### src/rtl/mem_port_arbiter_if.sv
// Core/memory signal bundle for the unified-memory port arbiter.
// The slave modport is the arbiter's view; master is the core plus memory model.
interface mem_port_arbiter_if;
    logic        if_req;
    logic [31:0] if_addr;
    logic [31:0] if_rdata;
    logic        if_ready;
    logic        d_req;
    logic        d_we;
    logic [31:0] d_addr;
    logic [31:0] d_wdata;
    logic [31:0] d_rdata;
    logic        d_ready;
    logic        mem_en;
    logic        mem_we;
    logic [31:0] mem_addr;
    logic [31:0] mem_wdata;
    logic [31:0] mem_rdata;

    modport slave (
        input  if_req, if_addr, d_req, d_we, d_addr, d_wdata, mem_rdata,
        output if_rdata, if_ready, d_rdata, d_ready,
        output mem_en, mem_we, mem_addr, mem_wdata
    );

    modport master (
        output if_req, if_addr, d_req, d_we, d_addr, d_wdata, mem_rdata,
        input  if_rdata, if_ready, d_rdata, d_ready,
        input  mem_en, mem_we, mem_addr, mem_wdata
    );
endinterface

### src/rtl/mem_port_arbiter.sv
// Serialises fetch and data accesses onto one single-port memory with
// round-robin arbitration on contention and per-requester ready pulses.
module mem_port_arbiter #(
    parameter int unsigned MEM_LATENCY = 2,
    parameter int unsigned CNT_W       = 16
) (
    input  logic             clk,
    input  logic             reset,
    mem_port_arbiter_if.slave bus,
    output logic [CNT_W-1:0] conflicts
);

    typedef enum logic [1:0] {IDLE, ISSUE, WAIT, DONE} state_t;
    typedef enum logic {FETCH, DATA} owner_t;

    localparam logic [3:0] WAIT_INIT = (MEM_LATENCY > 1) ? 4'(MEM_LATENCY - 2) : '0;

    state_t           state, state_n;
    owner_t           owner, owner_n;
    owner_t           last_grant, last_grant_n;
    owner_t           grant;
    logic [3:0]       cnt, cnt_n;
    logic [CNT_W-1:0] conflicts_n;
    logic             we_n;
    logic [31:0]      addr_n, wdata_n;

    always_ff @(posedge clk) begin
        if (reset) begin
            state         <= IDLE;
            owner         <= FETCH;
            last_grant    <= FETCH;
            cnt           <= '0;
            conflicts     <= '0;
            bus.mem_we    <= 1'b0;
            bus.mem_addr  <= '0;
            bus.mem_wdata <= '0;
        end else begin
            state         <= state_n;
            owner         <= owner_n;
            last_grant    <= last_grant_n;
            cnt           <= cnt_n;
            conflicts     <= conflicts_n;
            bus.mem_we    <= we_n;
            bus.mem_addr  <= addr_n;
            bus.mem_wdata <= wdata_n;
        end
    end

    always_comb begin
        state_n      = state;
        owner_n      = owner;
        last_grant_n = last_grant;
        cnt_n        = cnt;
        conflicts_n  = conflicts;
        we_n         = bus.mem_we;
        addr_n       = bus.mem_addr;
        wdata_n      = bus.mem_wdata;
        grant        = FETCH;
        bus.mem_en   = 1'b0;
        bus.if_ready = 1'b0;
        bus.d_ready  = 1'b0;
        bus.if_rdata = '0;
        bus.d_rdata  = '0;

        case (state)
            IDLE: begin
                if (bus.if_req || bus.d_req) begin
                    if (bus.if_req && bus.d_req) begin
                        grant = (last_grant == FETCH) ? DATA : FETCH;
                        if (conflicts != '1)
                            conflicts_n = conflicts + CNT_W'(1);
                    end else begin
                        grant = bus.d_req ? DATA : FETCH;
                    end
                    owner_n      = grant;
                    last_grant_n = grant;
                    state_n      = ISSUE;
                    if (grant == DATA) begin
                        addr_n  = bus.d_addr;
                        we_n    = bus.d_we;
                        wdata_n = bus.d_wdata;
                    end else begin
                        addr_n  = bus.if_addr;
                        we_n    = 1'b0;
                    end
                end
            end
            ISSUE: begin
                bus.mem_en = 1'b1;
                // Stores and single-cycle reads skip the wait counter entirely.
                if (bus.mem_we || MEM_LATENCY == 1) begin
                    state_n = DONE;
                end else begin
                    state_n = WAIT;
                    cnt_n   = WAIT_INIT;
                end
            end
            WAIT: begin
                if (cnt == '0)
                    state_n = DONE;
                else
                    cnt_n = cnt - 4'd1;
            end
            DONE: begin
                if (owner == DATA) begin
                    bus.d_ready = 1'b1;
                    bus.d_rdata = bus.mem_rdata;
                end else begin
                    bus.if_ready = 1'b1;
                    bus.if_rdata = bus.mem_rdata;
                end
                state_n = IDLE;
            end
            default: state_n = IDLE;
        endcase
    end

endmodule

### src/flat_wrapper.sv
// flat-port wrapper written by rule: the top's interface ports become plain ports
module mem_port_arbiter_flat 
#(
    parameter int unsigned MEM_LATENCY = 2,
    parameter int unsigned CNT_W       = 16
)
  (clk, reset, conflicts, bus_if_req, bus_if_addr, bus_d_req, bus_d_we, bus_d_addr, bus_d_wdata, bus_mem_rdata, bus_if_rdata, bus_if_ready, bus_d_rdata, bus_d_ready, bus_mem_en, bus_mem_we, bus_mem_addr, bus_mem_wdata);
  mem_port_arbiter_if bus_i ();
  input  logic clk;
  input  logic reset;
  output logic [CNT_W-1:0] conflicts;
  input wire logic [$bits(bus_i.if_req)-1:0] bus_if_req;
  input wire logic [$bits(bus_i.if_addr)-1:0] bus_if_addr;
  input wire logic [$bits(bus_i.d_req)-1:0] bus_d_req;
  input wire logic [$bits(bus_i.d_we)-1:0] bus_d_we;
  input wire logic [$bits(bus_i.d_addr)-1:0] bus_d_addr;
  input wire logic [$bits(bus_i.d_wdata)-1:0] bus_d_wdata;
  input wire logic [$bits(bus_i.mem_rdata)-1:0] bus_mem_rdata;
  output wire logic [$bits(bus_i.if_rdata)-1:0] bus_if_rdata;
  output wire logic [$bits(bus_i.if_ready)-1:0] bus_if_ready;
  output wire logic [$bits(bus_i.d_rdata)-1:0] bus_d_rdata;
  output wire logic [$bits(bus_i.d_ready)-1:0] bus_d_ready;
  output wire logic [$bits(bus_i.mem_en)-1:0] bus_mem_en;
  output wire logic [$bits(bus_i.mem_we)-1:0] bus_mem_we;
  output wire logic [$bits(bus_i.mem_addr)-1:0] bus_mem_addr;
  output wire logic [$bits(bus_i.mem_wdata)-1:0] bus_mem_wdata;
  assign bus_i.if_req = bus_if_req;
  assign bus_i.if_addr = bus_if_addr;
  assign bus_i.d_req = bus_d_req;
  assign bus_i.d_we = bus_d_we;
  assign bus_i.d_addr = bus_d_addr;
  assign bus_i.d_wdata = bus_d_wdata;
  assign bus_i.mem_rdata = bus_mem_rdata;
  assign bus_if_rdata = bus_i.if_rdata;
  assign bus_if_ready = bus_i.if_ready;
  assign bus_d_rdata = bus_i.d_rdata;
  assign bus_d_ready = bus_i.d_ready;
  assign bus_mem_en = bus_i.mem_en;
  assign bus_mem_we = bus_i.mem_we;
  assign bus_mem_addr = bus_i.mem_addr;
  assign bus_mem_wdata = bus_i.mem_wdata;
  mem_port_arbiter #(.MEM_LATENCY(MEM_LATENCY), .CNT_W(CNT_W)) u_core (.clk(clk), .reset(reset), .bus(bus_i), .conflicts(conflicts));
endmodule
### config.mk
export PLATFORM = sky130hd
export DESIGN_NAME = mem_port_arbiter_flat
export DESIGN_NICKNAME = d
export VERILOG_FILES = /design/src/rtl/mem_port_arbiter_if.sv /design/src/rtl/mem_port_arbiter.sv /design/src/flat_wrapper.sv
export SDC_FILE = /design/constraint.sdc
export NUM_CORES = 1
export LEC_CHECK = 0
export BUFFER_PORTS_ARGS = -buffer_cell sky130_fd_sc_hd__clkbuf_2
export CAP_MARGIN = 40
export CORE_AREA = 3 3 108 110
export DETAILED_ROUTE_END_ITERATION = 10
export DIE_AREA = 0 0 111 113
export GPL_TIMING_DRIVEN = 0
export PLACE_DENSITY_LB_ADDON = 0.2
export SLEW_MARGIN = 20
export SYNTH_ARGS = -nofsm -noshare
export SYNTH_HDL_FRONTEND = slang
export SYNTH_SLANG_ARGS = --single-unit
### constraint.sdc
create_clock -name clk -period 4.33 [get_ports clk]
set_input_delay 0.6495 -clock clk [delete_from_list [all_inputs] [get_ports clk]]
set_output_delay 0.6495 -clock clk [all_outputs]
set_load 0.1 [all_outputs]
==> flow_summary.ini, run 1 <==
[yosys]
ys_ff_latch = 88
synth.avg_cell_area_um2 = 8.30
netlist_instances = 519
async_flop_share_pct = 0
synth-xor-area-share_pct = 0
synth-main-ff-cell = dfxtp_1
synth_edf_count = 0
synth_compound_area_share_pct = 14.6
synth_area_um2 = 4310
netlist.top_cell.by_area = dfxtp_1
yosysWarnings = 0
syn-num-nets = 659
synth_top_family_by_area = simple AND/OR/NAND/NOR gates
yosysUniqueCellTypes = 39
netlist.area_leader.share_pct = 40.9
synth_adder_area_share_pct = 2.03
synth_mux_area_share_pct = 8.97
yosysSeqAreaShare_pct = 40.9
yosys.area_share.simple_pct = 28.6
synth_area_leaders = dfxtp_1 41%, mux2i_1 7.7%, nand2_1 6.4%, a211oi_1 5.8%, a21oi_1 5.5%

[worst_setup_path]
crit_required_ns = 3.68
slowest_stage = clkbuf_2
arrival_ns = 2.34
path_max_fanout = 10
crit_chain = ha_1 -> nor2b_1 -> clkbuf_1 -> and2_1 -> clkbuf_2
start_kind = flop
slowest_delay_ns = 0.45
endpoint_kind = output pin
critPathKind = reg -> out

[floorplan]
start_util_pct = 39.9
rows = 38
fp.dieH_um = 113
die_w_um = 111
io_pins = 281
dieArea_um2 = 12500
fp.coreArea_um2 = 10800

[power]
seq_power_share_pct = 25.7
peakVddDrop_v = 0.000484
swShare_pct = 59.4
p_per_area_nw_per_um2 = 701
p_switching_uw = 2530
p_int_uw = 1740
power_frac_comb_pct = 60.6
p_leak_uw = 0.00315
clockPowerShare_pct = 13.8

[place]
numPortBuffers = 280
place_congestion = 0.950
dp_hpwl_mm = 11.9

[finish]
nets = 950
layout_commonest_cell = clkbuf_2
area_delta_synth_final_pct = 41.4
utilization_pct = 56.5
final_cell_mix = 280 x clkbuf_2, 88 x dfxtp_1, 73 x nand2_1
drive_gt1_share_pct = 38.5

[global_routing]
grt.overflow.total = 0
grt_max_degree = 15
track_usage_pct = 22.3
first_global_vias = 4592
grt_pass1_wl_mm = 22.9
antenna_found_initial = 2

[sta]
fmax_mhz = 334
setup_viol = 0
rsz0062_at_grt = no
min_period_ns = 2.99
finalHoldViolCount = 0
tightest_slew_ns = 0.629
post-route-period-util_pct = 69.1
finalClockSkew_ns = 0.0117
max_slew_margin_pct = 58.1
fin_setup_tns_ns = 0
finalMaxSlewViolations = 0

[clock_network]
cts_sinks = 88
cts.path.max_buffers = 2
cts_tree = built
cts.clk_slew.worst_paths_ns = 0.08
numCtsBuffers = 9
clk_latency_ns = 0.37
cts.repair.resized = 0
htreeDepth = 3
cts_hold_buf = 0
root_buffer = clkbuf_8
post_cts_buffers = 0

[outcome]
status = finished, final reports clean

[run]
max_cap_violations = 0

[worst_hold_path]
hp-class = reg -> reg

[routing]
finalWirelength_mm = 14.3
vias = 4783
drc = 0
drt_iter0_drc = 240
ant_nets = 0
first_pass_iters = 4
vias_per_cell = 5.00
wl_per_cell_um = 14.9
## logic make-up (layout without fill, tap and decap cells)
group                      after synthesis  after routing
and+or+nand+nor                        235            235
AOI/OAI and AO/OA                      102            102
DFF                                     88             88
buffers and inverters                   49            344
muxes                                   38             38
adders and majority gates                7              7
other                                    0              2
## per-stage QoR
step | instance area, um2 | worst slack [ns] | instances | total power [uW] | hold slack (ns)
final | 6090 | 1.34 | 956 | 4270 | 0.458
after global routing | 6090 | 1.11 | 956 | 4490 | 0.487
after floorplan | 4310 | 0.963 | 519 | 3240 | 0.445
after CTS | 6090 | 1.30 | 954 | 4300 | 0.458
after global placement | 5880 | 1.72 | 939 | 3680 | 0.443
after detailed placement | 5880 | 1.70 | 939 | 3710 | 0.446
## per-layer routing
layer | global-route usage (%) | part of all wire, % | wire length [um] | vias to the layer above
met2 | 42.9 | 54 | 7730 | 205
met1 | 23.5 | 36 | 5150 | 2165
met3 | 4.60 | 7.0 | 1000 | 24
met5 | 0 | 0 | 0 | -
met4 | 9.03 | 2.6 | 365 | 0
li1 | - | - | - | 2389
## worst max-delay path: cells and delay by family (launching register included)
kind,cells,cell delay (ns)
buffers and inverters,2,0.77
and+or+nand+nor,2,0.52
DFF,1,0.40
adders and majority gates,1,0.29
## cell usage after synthesis, types with 3 or more instances
cell,count
nor3_1,3
nor4_1,4
a211oi_1,33
o21ai_1,3
mux2i_1,33
or4_1,5
nand4_2,3
buf_1,6
mux2_1,5
buf_2,8
clkbuf_1,22
nor2b_1,6
nand2_1,73
o31ai_1,5
nand4_1,3
ha_1,7
o21ai_0,7
a21oi_1,47
inv_1,9
and2_1,35
dfxtp_1,88
and3_1,35
nor2_1,44
nand3_1,8
buf_4,4
or3_1,6
## power groups by stage
stage | logic, uW | registers [uW] | clock network (uW)
final | 2590 | 1100 | 589
after global routing | 2730 | 1120 | 637
after CTS | 2600 | 1100 | 606
after detailed placement | 2600 | 1110 | 0
after floorplan | 960 | 2280 | 0
after global placement | 2570 | 1110 | 0
## worst paths after layout
kind                                 start                  endpoint  slack [ns]  cells past startpoint
hold / removal    u_core.bus.mem_wdata[27]  u_core.bus.mem_wdata[27]        0.46                      2
setup reg to reg           u_core.state[0]   u_core.bus.mem_addr[24]        2.29                      8
setup / recovery           u_core.state[1]           bus_if_rdata[3]        1.34                      5
hold reg to reg   u_core.bus.mem_wdata[27]  u_core.bus.mem_wdata[27]        0.46                      2
## flip-flops by register name, indices dropped and copies added (netlist names)
register and cells:
u_core.owner 1, u_core.cnt 4, u_core.bus.mem_wdata 32, u_core.bus.mem_addr 32
u_core.bus.mem_we 1, u_core.state 2, u_core.conflicts 16
## area by class of cell
class                      count  area (um2)
multi-input combinational    382        2340
clock inverter                 4        52.6
fill                        1063        4700
antenna                        2        5.00
clock buffer                  11         151
sequential                    88        1760
timing repair buffer         280        1400
tap                          140         175
buffer                        40         175
inverter                       9        33.8
Note: power is estimated with default switching activity, not from simulation.
==> inputs of run 2 (changes only) <==
--- a/config.mk
+++ b/config.mk
@@ -7,9 +7,9 @@
 export LEC_CHECK = 0
 export BUFFER_PORTS_ARGS = -buffer_cell sky130_fd_sc_hd__clkbuf_2
 export CAP_MARGIN = 40
-export CORE_AREA = 3 3 108 110
+export CORE_AREA = 3 3 111 113
 export DETAILED_ROUTE_END_ITERATION = 10
-export DIE_AREA = 0 0 111 113
+export DIE_AREA = 0 0 114 116
 export GPL_TIMING_DRIVEN = 0
 export PLACE_DENSITY_LB_ADDON = 0.2
 export SLEW_MARGIN = 20
==> constraint.sdc (replaced) <==
create_clock -name clk -period 2.65 [get_ports clk]
set_input_delay 0.3975 -clock clk [delete_from_list [all_inputs] [get_ports clk]]
set_output_delay 0.3975 -clock clk [all_outputs]
set_load 0.1 [all_outputs]
==> run 2 against run 1 <==
  * Register-to-register slack lost 1.7 ns
  * Setup slack got worse by 1.1 ns
  * First-iteration DRC count down 39%
  * Via count down 1.3%
  * Hold slack worse by 0.18 ns
  * Highest routed layer unchanged
==> flow_summary.ini, run 2 (same netlist as run 1, synthesis figures left out) <==
[finish]
regArea_um2 = 1760
drive_gt1_share_pct = 38.9
final_cell_mix = 254 x clkbuf_2, 88 x dfxtp_1, 73 x nand2_1
nets = 950
layout_commonest_cell = clkbuf_2
fillers = 1088
area_delta_synth_final_pct = 45.9
diodes = 0
reg_top3 = u_core.bus.mem_addr (32), u_core.bus.mem_wdata (32), u_core.conflicts (16)
multi_input_area_um2 = 2340

[worst_hold_path]
min_to = u_core.bus.mem_wdata[18]
whs_path_depth = 3
hp-class = in -> reg
hold_start = bus_d_wdata[18]

[routing]
first_pass_iters = 4
wl_per_cell_um = 14.6
finalWirelength_mm = 14.0
vias_per_cell = 4.93
drc = 0
vias = 4719
ant_nets = 0
drt_iter0_drc = 146

[worst_setup_path]
cp.depth = 5
endpoint_kind = output pin
path_max_fanout = 10
slowest_stage = dfxtp_1
timing.rr.end = u_core.conflicts[14]
rrSetupSlack_ns = 0.64
arrival_ns = 2.06
critPathKind = reg -> out
slowest_delay_ns = 0.41
crit_chain = ha_1 -> nor2b_2 -> clkbuf_2 -> and2_1 -> clkbuf_4
crit_required_ns = 2.25
path_buf_inv = 2
path_delay_family = buffers and inverters
r2r_start = u_core.state[0]
start_kind = flop
r2r_cells = 7

[global_routing]
grt.overflow.total = 0
grt_max_degree = 15
first_global_vias = 4490
grt_pass1_wl_mm = 21.6
track_usage_pct = 20.2
antenna_found_initial = 0

[sta]
setup_viol = 0
post-route-period-util_pct = 92.8
max_slew_margin_pct = 61.2
fmax_mhz = 407
rsz0062_at_grt = no
finalHoldViolCount = 0
min_period_ns = 2.46
finalMaxSlewViolations = 0
tightest_slew_ns = 0.581
timing.hold.ws_ns = 0.275
fin_setup_tns_ns = 0
finalClockSkew_ns = 0.00925

[place]
dp_hpwl_mm = 11.5
numPortBuffers = 280
place_congestion = 0.810

[floorplan]
io_pins = 281
fp.coreArea_um2 = 11400
fp.dieH_um = 116
dieArea_um2 = 13200
rows = 39
start_util_pct = 37.7
die_w_um = 114

[clock_network]
cts_tree = built
cts_sinks = 88
cts.path.max_buffers = 2
root_buffer = clkbuf_16
cts.clk_slew.worst_paths_ns = 0.06
htreeDepth = 3
numCtsBuffers = 9
clk_latency_ns = 0.34

[outcome]
status = finished, final reports clean

[power]
p_per_area_nw_per_um2 = 1180
p_leak_uw = 0.00322
peakVddDrop_v = 0.000745

[run]
max_cap_violations = 0
run 2: cell count changes in the layout (fill, tap and decap cells not counted), moves of 2 or more:
cell,delta
clkbuf_1,-3
clkbuf_16,+9
clkbuf_2,-26
clkbuf_4,+29
clkbuf_8,-10
diode_2,-2
run 2: routing by layer:
metal  global-route usage (%)  part of all wire (%)
met3                     5.17                   7.3
met5                        0                     0
met4                     6.10                   1.6
met1                     21.6                    37
met2                     38.8                    54
run 2: cell type report:
class | instances | area share, %
Clock inverter | 5 | 1.29
Tap cell | 143 | 2.85
Clock buffer | 10 | 3.80
Sequential cell | 88 | 28.0
Inverter | 9 | 0.537
Buffer | 40 | 2.85
Multi-Input combinational cell | 382 | 37.2
Timing Repair Buffer | 280 | 23.4
run 2: how the worst max path moves through the flow:
stage                               start                to
after detailed placement  u_core.state[1]  bus_if_rdata[17]
after global routing      u_core.state[1]  bus_if_rdata[20]
final                     u_core.state[1]  bus_if_rdata[16]
after CTS                 u_core.state[1]  bus_if_rdata[30]
after floorplan           u_core.state[1]  bus_if_rdata[22]
after global placement    u_core.state[1]  bus_if_rdata[16]
run 2: timing repair:
| item | in CTS | in global routing |
|---|---|---|
| hold buffers | 0 | 0 |
| gates resized for setup | 21 | 22 |
| endpoints found under the setup margin | 29 | 29 |
| buffers inserted | 0 | 0 |
run 2: power by group:
| part | internal [uW] | switching [uW] |
|---|---|---|
| Combinational | 762 | 3490 |
| Clock | 846 | 514 |
| Sequential | 1620 | 179 |
run 2: worst min-delay path, stage by stage:
cell and delay, ns:
clkbuf_2 0.08, nand2_1 0.04, a21oi_1 0.05
run 2: stage by stage:
step	std cells	setup WS (ns)	utilization (%)	cell area [um2]	power [uW]
after global placement	942	0.275	51.6	5890	6020
final	957	0.190	55.1	6290	7410
after global routing	957	0.0135	55.1	6290	7760
after detailed placement	942	0.226	51.6	5890	6070
after CTS	957	0.0455	54.8	6260	7450
after floorplan	519	0.0151	-	4310	5300
==> inputs of run 3 (changes only) <==
==> constraint.sdc (replaced) <==
create_clock -name clk -period 2.65 [get_ports clk]
set_input_delay 0.1325 -clock clk [delete_from_list [all_inputs] [get_ports clk]]
set_output_delay 0.1325 -clock clk [all_outputs]
set_load 0.1 [all_outputs]
==> run 3 against run 2 <==
  * Final area fell by 1.1%
  * Flip-flop and latch count unchanged
  * Maximum frequency grew 0.43%
  * First-iteration DRC count down 1.4%
  * Cell count did not move
  * Sequential share of layout area up 0.30 points
  * Sequential power about the same
  * Non-clock buffer count did not move
  * Die area did not move
  * Setup slack improved by 0.010 ns
  * Clock skew grew 0.00069 ns
  * Largest cell class unchanged
  * Highest routed layer unchanged
==> flow_summary.ini, run 3 (same netlist as run 1, synthesis figures left out) <==
[outcome]
status = finished, final reports clean

[floorplan]
io_pins = 281
die_w_um = 114
fp.dieH_um = 116
fp.coreArea_um2 = 11400
start_util_pct = 37.7
dieArea_um2 = 13200
rows = 39

[power]
finalPower_uw = 7380
p_per_area_nw_per_um2 = 1190
p_switching_uw = 4180
swShare_pct = 56.6
seq_power_share_pct = 24.3
clockPowerShare_pct = 18.4
p_leak_uw = 0.00322
peakVddDrop_v = 0.000744
p_int_uw = 3200
power_frac_comb_pct = 57.2

[worst_setup_path]
critPathKind = reg -> out
endpoint_kind = output pin
r2r_cells = 7
slowest_stage = clkbuf_2
arrival_ns = 2.32
crit_chain = ha_1 -> nor2b_1 -> clkbuf_1 -> and2_1 -> clkbuf_2
r2r_start = u_core.state[1]
timing.rr.end = u_core.conflicts[14]
rrSetupSlack_ns = 0.64
slowest_delay_ns = 0.45
start_kind = flop
worstSetupStartpoint = u_core.state[1]
path_max_fanout = 10
crit_path_end = bus_if_rdata[5]
crit_required_ns = 2.52

[sta]
min_period_ns = 2.45
setup_viol = 0
rsz0062_at_grt = no
tightest_slew_ns = 0.579
fmax_mhz = 408
finalHoldViolCount = 0
finalMaxSlewViolations = 0
post-route-period-util_pct = 92.4
fin_setup_tns_ns = 0
max_slew_margin_pct = 61.4
finalClockSkew_ns = 0.00994

[global_routing]
use_met3_pct = 5.17
grt_max_degree = 15
gr-usage-met1_pct = 21.4
track_usage_pct = 19.9
grt_util_met2_pct = 38.1
top_usage_layer = met2
antenna_found_initial = 0
first_global_vias = 4415
grt.overflow.total = 0
grt_pass1_wl_mm = 21.2

[run]
max_cap_violations = 0

[finish]
layout_commonest_cell = clkbuf_2
final_cell_mix = 263 x clkbuf_2, 88 x dfxtp_1, 73 x nand2_1
diodes = 0
drive_gt1_share_pct = 38.6
nets = 950
area_delta_synth_final_pct = 44.4
fillers = 1096
reg_top3 = u_core.bus.mem_addr (32), u_core.bus.mem_wdata (32), u_core.conflicts (16)

[clock_network]
htreeDepth = 3
cts_tree = built
cts.path.max_buffers = 2
numCtsBuffers = 9
root_buffer = clkbuf_16
cts_sinks = 88
cts.clk_slew.worst_paths_ns = 0.06
clk_latency_ns = 0.34
cts_hold_buf = 0

[routing]
ant_nets = 0
first_pass_iters = 4
drc = 0
finalWirelength_mm = 13.8
drt_iter0_drc = 144
wl_per_cell_um = 14.4
vias_per_cell = 4.89
vias = 4684

[worst_hold_path]
hp-class = in -> reg
hold_start = bus_d_wdata[18]
whs_path_depth = 3

[place]
numPortBuffers = 280
place_congestion = 0.810
dp_hpwl_mm = 11.5
run 3: changes by cell type in the layout (fill, tap and decap cells not counted):
cell      change
buf_2        +14
clkbuf_1      +2
clkbuf_2      +9
nor2b_2       -1
clkbuf_4     -25
nor2b_1       +1
run 3: per-layer routing:
| metal | up-vias | part of all wire [%] |
|---|---|---|
| met2 | 190 | 53 |
| met4 | 0 | 1.6 |
| li1 | 2391 | - |
| met5 | - | 0 |
| met1 | 2086 | 38 |
| met3 | 17 | 7.3 |
run 3: per-stage QoR:
| stage | setup slack [ns] | cell area, um2 | hold slack (ns) | utilization (%) | std cells |
|---|---|---|---|---|---|
| after floorplan | 0.209 | 4310 | 0.269 | - | 519 |
| after global placement | 0.540 | 5890 | 0.358 | 51.6 | 942 |
| after detailed placement | 0.491 | 5890 | 0.362 | 51.6 | 942 |
| after CTS | 0.122 | 6210 | 0.00132 | 54.4 | 957 |
| after global routing | 0.000151 | 6220 | 0.00941 | 54.5 | 957 |
| final | 0.201 | 6220 | 0.00999 | 54.5 | 957 |
run 3: power by group through the flow:
| stage | registers, uW | clock network [uW] | logic [uW] |
|---|---|---|---|
| CTS | 1800 | 1380 | 4250 |
| floorplan | 3730 | 0 | 1570 |
| detailed placement | 1820 | 0 | 4250 |
| global route | 1830 | 1440 | 4460 |
| global placement | 1820 | 0 | 4210 |
| finish | 1800 | 1360 | 4220 |
run 3: critical path: cells and delay by family (launching register included):
kind	cells	cell delay [ns]
buffers and inverters	2	0.75
AND/OR/NAND/NOR	2	0.52
adder cells (fa/ha/maj)	1	0.31
flip-flops	1	0.41
run 3: repair_timing:
item,4_1_cts,5_1_grt
gates resized for setup,0,22
endpoints found under the setup margin,0,18
buffers inserted,0,0
run 3: area by class of cell:
type	instances	area, um2	share of cell area, %
Clock buffer	10	239	3.84
Timing Repair Buffer	280	1410	22.7
Tap cell	143	179	2.88
Clock inverter	5	81.3	1.31
Sequential cell	88	1760	28.3
Inverter	9	33.8	0.543
Multi-Input combinational cell	382	2340	37.6
Buffer	40	176	2.84
run 3: worst min-delay path by stage:
stage and endpoint:
2_1_floorplan u_core.bus.mem_wdata[26], 5_1_grt u_core.bus.mem_wdata[3], 6_report u_core.bus.mem_wdata[18], 4_1_cts u_core.bus.mem_wdata[18]
3_3_place_gp u_core.bus.mem_wdata[23], 3_5_place_dp u_core.bus.mem_wdata[18]
